[config.mk]
export PLATFORM = sky130hd
export DESIGN_NAME = fetch_queue
export DESIGN_NICKNAME = d
export VERILOG_FILES = /design/src/rtl/fetch_queue.sv
export SDC_FILE = /design/constraint.sdc
export NUM_CORES = 1
export LEC_CHECK = 0
export CORE_UTILIZATION = 29
export DETAILED_ROUTE_END_ITERATION = 8
export PLACE_DENSITY = 0.49
export SLEW_MARGIN = 20
export SYNTH_ARGS = -nofsm -noshare
export SYNTH_HDL_FRONTEND = slang
export SYNTH_SLANG_ARGS = --single-unit
[constraint.sdc]
create_clock -name clk -period 3.9 [get_ports clk]
set_input_delay 1.17 -clock clk [delete_from_list [all_inputs] [get_ports clk]]
set_output_delay 1.17 -clock clk [all_outputs]
set_load 0.02 [all_outputs]
[src/rtl/fetch_queue.sv]
// Instruction-fetch stage with a DEPTH-entry prefetch FIFO. It issues in-order word
// requests and discards responses that were still in flight when a redirect occurred.
module fetch_queue #(
    parameter int          DEPTH    = 4,
    parameter logic [31:0] PC_RESET = 32'h0000_0000
) (
    input  logic                   clk,
    input  logic                   reset,
    output logic                   imem_req,
    output logic [31:0]            imem_addr,
    input  logic                   imem_ready,
    input  logic                   imem_rvalid,
    input  logic [31:0]            imem_rdata,
    input  logic                   redirect,
    input  logic [31:0]            redirect_pc,
    input  logic                   dec_ready,
    output logic                   dec_valid,
    output logic [31:0]            dec_inst,
    output logic [31:0]            dec_pc4,
    output logic [$clog2(DEPTH):0] occupancy
);
    localparam int            AW      = $clog2(DEPTH);
    localparam int            CW      = AW + 1;
    localparam logic [CW:0]   CREDITS = (CW + 1)'(DEPTH);

    logic [31:0]   fetch_pc;
    logic [31:0]   resp_pc;
    logic [31:0]   redirect_target;
    logic [CW-1:0] count;
    logic [CW-1:0] outstanding;
    logic [CW-1:0] outstanding_nxt;
    logic [CW-1:0] drop;
    logic [AW-1:0] rd_ptr;
    logic [AW-1:0] wr_ptr;
    logic [CW:0]   in_use;
    logic          req_fire;
    logic          push;
    logic          pop;
    logic [31:0]   inst_buf [DEPTH];
    logic [31:0]   pc4_buf  [DEPTH];

    assign redirect_target = redirect_pc & 32'hFFFF_FFFC;

    // Credits cover both buffered entries and requests in flight, so a push never hits a full FIFO.
    assign in_use          = {1'b0, outstanding} + {1'b0, count};
    assign imem_req        = reset & ~redirect & (in_use < CREDITS);
    assign imem_addr       = fetch_pc;
    assign req_fire        = imem_req & imem_ready;
    assign outstanding_nxt = outstanding + CW'(req_fire) - CW'(imem_rvalid);

    assign push      = imem_rvalid & ~redirect & (drop == '0);
    assign dec_valid = (count != '0);
    assign pop       = dec_valid & dec_ready & ~redirect;
    assign dec_inst  = dec_valid ? inst_buf[rd_ptr] : '0;
    assign dec_pc4   = dec_valid ? pc4_buf[rd_ptr]  : '0;
    assign occupancy = count;

    always_ff @(posedge clk or negedge reset) begin
        if (!reset) begin
            fetch_pc    <= PC_RESET;
            resp_pc     <= PC_RESET;
            count       <= '0;
            outstanding <= '0;
            drop        <= '0;
            rd_ptr      <= '0;
            wr_ptr      <= '0;
        end else begin
            outstanding <= outstanding_nxt;
            if (redirect) begin
                // Everything still in flight after this cycle belongs to the old path.
                fetch_pc <= redirect_target;
                resp_pc  <= redirect_target;
                count    <= '0;
                rd_ptr   <= '0;
                wr_ptr   <= '0;
                drop     <= outstanding_nxt;
            end else begin
                if (req_fire)
                    fetch_pc <= fetch_pc + 32'd4;
                if (imem_rvalid && (drop != '0))
                    drop <= drop - CW'(1);
                if (push) begin
                    resp_pc <= resp_pc + 32'd4;
                    wr_ptr  <= wr_ptr + AW'(1);
                end
                if (pop)
                    rd_ptr <= rd_ptr + AW'(1);
                count <= count + CW'(push) - CW'(pop);
            end
        end
    end

    always_ff @(posedge clk) begin
        if (push) begin
            inst_buf[wr_ptr] <= imem_rdata;
            pc4_buf[wr_ptr]  <= resp_pc + 32'd4;
        end
    end

endmodule

# ---- Yosys cells after proc, flatten, opt, wreduce, memory -nomap -nowiden
# Memories as Yosys holds them, arrays and structs flattened.
# Cells that the tools add are included.
dict set report totals {
  n_memories 2
  reg_bits 77
  ram_bits 256
}
# memory words word_bits read_ports rd_ports_with_merged_regs write_ports line
set mem_list {}
lappend mem_list {inst_buf 4 32 1 0 1 39} ;# logic [31:0] inst_buf [DEPTH];
lappend mem_list {pc4_buf 4 32 1 0 1 40} ;# logic [31:0] pc4_buf [DEPTH];
dict set report op_classes {
  n_reduce_logical 8
  order_cmp 1
  add_sub_neg 10
  muxes 15
  n_bitwise 8
}
# cell n
set op_table {}
lappend op_table {{$mux 32} 6}
lappend op_table {{$add 32x3->32 const B} 2}
lappend op_table {{$mux 3} 3}
lappend op_table {{$mux 2} 4}
lappend op_table {{$reduce_bool 2->1} 4}
lappend op_table {{$and 1x1->1} 7}
lappend op_table {{$add 3x1->3} 2}
lappend op_table {{$reduce_bool 3->1} 2}
lappend op_table {{$sub 3x1->3} 2}
lappend op_table {{$add 2x1->2 const B} 2}
lappend op_table {{$add 3x3->4} 1}
lappend op_table {{$lt 4x3->1 const B} 1}
lappend op_table {{$logic_not 3->1} 1}
lappend op_table {{$sub 3x1->3 const B} 1}
lappend op_table {{$mux 1} 2}
lappend op_table {{$logic_and 1x1->1} 1}
lappend op_table {{$not 1->1} 1}

# ---- Longest topological paths before layout
dict set report logic_depth {
  ltp_word 7
  ltp_mapped 15
  mapped_depth_nobuf 13
}

# ---- Worst setup path after synthesis
# Ideal clock, no wire load.
dict set report synth_timing {
  path_type {input port to flip-flop}
  start {input reset}
  end {register drop[2]}
  arrival_ns 3.714
  path_slack_ns 0.052
  setup_time_ns 0.135
  stages 14
  path_cell_list {or4b_4 -> nor4b_4 -> inv_2 -> buf_2 -> buf_2 -> ha_1 -> inv_1 -> ha_1 -> inv_1 -> fa_1 -> xnor2_1 -> xnor2_1 -> nand2_1 -> o21ai_0}
}
dict set report synth_between {
  elab_chain_len 6
}
# item line
set synth_lines {}
lappend synth_lines {{from (decl)} 8} ;# input logic reset,
lappend synth_lines {{$and 1x1->1 (2 in series)} 46} ;# assign imem_req = reset & ~redirect & (in_use < CREDITS);
lappend synth_lines {{$and 1x1->1} 48} ;# assign req_fire = imem_req & imem_ready;
lappend synth_lines {{$add 3x1->3} 49} ;# assign outstanding_nxt = outstanding + CW'(req_fire) - CW'(imem_rvalid);
lappend synth_lines {{$sub 3x1->3} 49}
lappend synth_lines {{named net outstanding_nxt[2]} 31} ;# logic [CW-1:0] outstanding_nxt;
lappend synth_lines {{$mux 3} 69} ;# if (redirect) begin
lappend synth_lines {{to (signal assigned)} 76} ;# drop <= outstanding_nxt;
lappend synth_lines {{to (signal assigned)} 81} ;# drop <= drop - CW'(1);
lappend synth_lines {{to (decl)} 32} ;# logic [CW-1:0] drop;
# The timed path passes the listed nets, and every way through them passes these cells.
# A chain may end at the register's enable or synchronous reset.

# ---- Worst setup path after layout
dict set report layout_timing {
  start {register rd_ptr[0]}
  end {output dec_pc4[30]}
}
dict set report layout_between {
  elab_chain_len 2
}
# item line
set layout_lines {}
lappend layout_lines {{from (decl)} 33} ;# logic [AW-1:0] rd_ptr;
lappend layout_lines {{from (signal assigned)} 87} ;# rd_ptr <= rd_ptr + AW'(1);
lappend layout_lines {{$mem_v2 4x32} -}
lappend layout_lines {{$mux 32} 55} ;# assign dec_pc4 = dec_valid ? pc4_buf[rd_ptr] : '0;
lappend layout_lines {{to (decl)} 19} ;# output logic [31:0] dec_pc4,
# Every way passes these cells.

==> metrics <==
status=finished clean; CTS tree=yes; CP Class=reg2out; Worst-Margin Slew=roughly 0.9 ns; met2 usage=0.221; post-synthesis cell area=14000 um^2; I/O Pins=~170; synthesis-to-layout area growth=26.4%; Max Cap Violations=0; drt drc=0; final setup fails=0; Initial Util=0.293; met3 usage=0.0331; Final Critical Period=~3.8 ns; clock tree buffer depth=3; Min-Delay Path Depth=1; crit path capture type=primary output; Die Wd=roughly 220 um; largest net degree at the start of global routing=66; CP arrival=roughly 2.6 ns; Pwr Total=roughly 11 mW; GPL Wtd Cong=0.795; HP Class=reg2reg; initial drt markers=between 400 and 500; post-route antenna net violation count=0; clk sinks=roughly 320; P per Cell Area=just over 600 nW/um^2; Peak Freq=around 260 MHz; Routed Wire Length=approximately 34000 um; Wirelength per Cell=between 15 and 20 um; layout cell share with drive strength beyond 1=0.146; HP Start=imem_addr[22]; # nets final=approximately 1200; Synth area leaders=edfxtp_1 53%, dfrtp_1 13%, mux4_2 10%, and2_1 3.0%, xnor2_1 2.1%; drt first pass iters=4; Port-buffer cells=around 160; met1 GRT Util=0.188; die height=221 um; Critical Path Fanout Max=21; setup TNS=0 ns; via count=approximately 8300; unique cell type count in the Yosys netlist=58; CP Launch Type=register; Layout fillers=roughly 4500; reg2reg end=drop[2]; Rows=80; asr flop ratio synth=0.227; remaining global-route overflow=0; Hold Crit Endpoint=imem_addr[22]; Post-Syn Area per Cell=around 15 um^2; R2R depth=14; period utilization=0.974; Peak VDD IR=between 600 and 700 uV; worst-skew pair later-pin latency=roughly 0.54 ns; worst setup path start=rd_ptr[0]; Worst R2R Start=occupancy[2]; initial antenna violation count=0; HPWL after DPL=around 22000 um; Yosys top cell by area=edfxtp_1; die footprint=~50000 um^2; top-area cell type share of the netlist area=0.533; vias per cell=between 4 and 5; normalized max-slew margin=0.396; Final Hold Vio Count=0; Hold Buf Count CTS=0; Ant. Diodes=0; RSZ-0062 raised after global routing=no; skew final=~0.013 ns; Worst Path Required=between 2 and 3 ns; register area share after synthesis=0.664; Inserted Clock Buffers=36; post-synthesis register bit count=roughly 320; vias in the first global route=approximately 8600; fin. max-slew vios=0; Post-synth top flop=edfxtp_1; grt peak-use layer=met2; Gate Count Post-Synth=922; Pleak=about 5.9 nW; r2r setup slk=~0.8 ns; H-tree Lvls=2; number of synthesized flops with an enable pin=between 200 and 250; YS warnings=0; Worst-path clk slew=0.06 ns; core area=approximately 48000 um^2; first-pass GRT wire length=between 50000 and 60000 um; GR Util All Layers=0.138; clock root cell=clkbuf_16
-- state kept, by name, indices dropped and copies added (netlist names) --
name         cells
inst_buf       128
pc4_buf        120
imem_addr       30
resp_pc         30
drop             3
occupancy        3
outstanding      3
rd_ptr           2
wr_ptr           2
-- worst max path at each step --
| stage | endpoint | slack, ns | cells after the start |
|---|---|---|---|
| after floorplan | drop[2] | 0.05 | 14 |
| after global placement | imem_req | 0.03 | 4 |
| after detailed placement | imem_req | 0.02 | 4 |
| after CTS | dec_pc4[24] | -0.005 | 4 |
| after global routing | dec_pc4[24] | 0.009 | 4 |
| final | dec_pc4[30] | 0.10 | 4 |
-- metal layers --
metal | vias to the layer above | wire [um]
met5 | - | 0
met4 | 0 | 714
met3 | 49 | 1670
met2 | 223 | 15400
met1 | 4167 | 15700
li1 | 3847 | -
-- power breakdown --
group	switching [mW]	leakage (nW)	internal [mW]
Combinational	1.77	2.28	1.67
Clock	1.34	0.555	1.96
Sequential	0.198	3.11	3.93
-- cell type report --
class	count	area, um^2	area share
timing repair buffer	195	1970	0.111
multi-input combinational	528	4400	0.249
clock buffer	50	1020	0.0576
sequential	321	9280	0.526
inverter	25	93.8	0.00532
clock inverter	15	126	0.00716
tap	615	769	0.0436
-- stage by stage --
stage / hold slack (ns) / setup slack, ns / utilization / cell area (um^2) / cells
6_report: 0.529 / 0.102 / 0.371 / 17700 / 1749
5_1_grt: 0.563 / 0.00851 / 0.371 / 17700 / 1749
4_1_cts: 0.529 / -0.00467 / 0.370 / 17600 / 1745
3_5_place_dp: 0.517 / 0.0222 / 0.346 / 16500 / 1680
3_3_place_gp: 0.530 / 0.0349 / 0.346 / 16500 / 1680
2_1_floorplan: 0.492 / 0.0517 / - / 14000 / 925
-- logic make-up (layout without fill, tap and decap cells) --
logic type | count (synthesis) | count (layout) | share of synthesized area
and+or+nand+nor | 291 | 291 | 0.113
adders and majority gates | 16 | 16 | 0.0154
DFF | 321 | 321 | 0.664
xor gates and xnor gates | 68 | 68 | 0.0427
buffers and inverters | 76 | 285 | 0.0218
AOI/OAI and AO/OA | 80 | 80 | 0.0369
other | 1 | 4 | 0.000269
muxes | 69 | 69 | 0.106
-- critical path: stages (launching register included) --
cell             delay (ns)
dfrtp_4                0.53
buf_12                 0.24
mux4_2                 0.54
and2_1                 0.18
clkdlybuf4s50_1        0.60
-- cells in the final DEF, fill, tap and decap left out, types with 3 or more instances in the layout --
cell / n
ha_1: 14
a31oi_1: 4
clkbuf_1: 10
nand3b_1: 3
and4_1: 6
clkinv_2: 3
or3_1: 4
nand2b_1: 3
nand3_1: 43
buf_4: 23
conb_1: 4
edfxtp_1: 248
inv_1: 23
o311ai_0: 5
nor3_1: 8
o21ai_0: 36
or4_1: 4
a211oi_1: 4
xor2_1: 34
nor4_1: 6
a21oi_1: 10
clkdlybuf4s50_1: 160
and3_1: 8
nand4_1: 20
nand2_1: 57
and2_1: 66
mux2_2: 6
buf_12: 6
xnor2_1: 34
and3_2: 4
clkinv_1: 7
dfrtp_1: 71
clkbuf_16: 38
mux4_2: 62
o311ai_1: 3
nor2_1: 47
-- Yosys cell counts, types with 3 or more instances --
library cell	number
o21ai_0	36
a21oi_1	10
buf_1	10
edfxtp_1	248
nor2_1	47
and2_1	66
buf_4	4
and3_1	12
xor2_1	34
nand3_1	43
xnor2_1	34
nor3_1	8
nand2_1	57
or4_1	4
nand3b_1	3
inv_1	23
a31oi_1	4
mux2_2	6
clkbuf_1	34
and4_1	6
or3_1	5
mux4_2	62
nand2b_1	3
ha_1	14
a211oi_1	4
nor4_1	6
o311ai_1	3
o311ai_0	5
buf_2	3
nand4_1	20
dfrtp_1	73
-- timing repair --
item	in CTS	in global routing
endpoints found under the setup margin	6	50
resized for setup	3	2
buffers inserted	0	4
gates cloned	0	0
(Power assumes the default switching activity.)
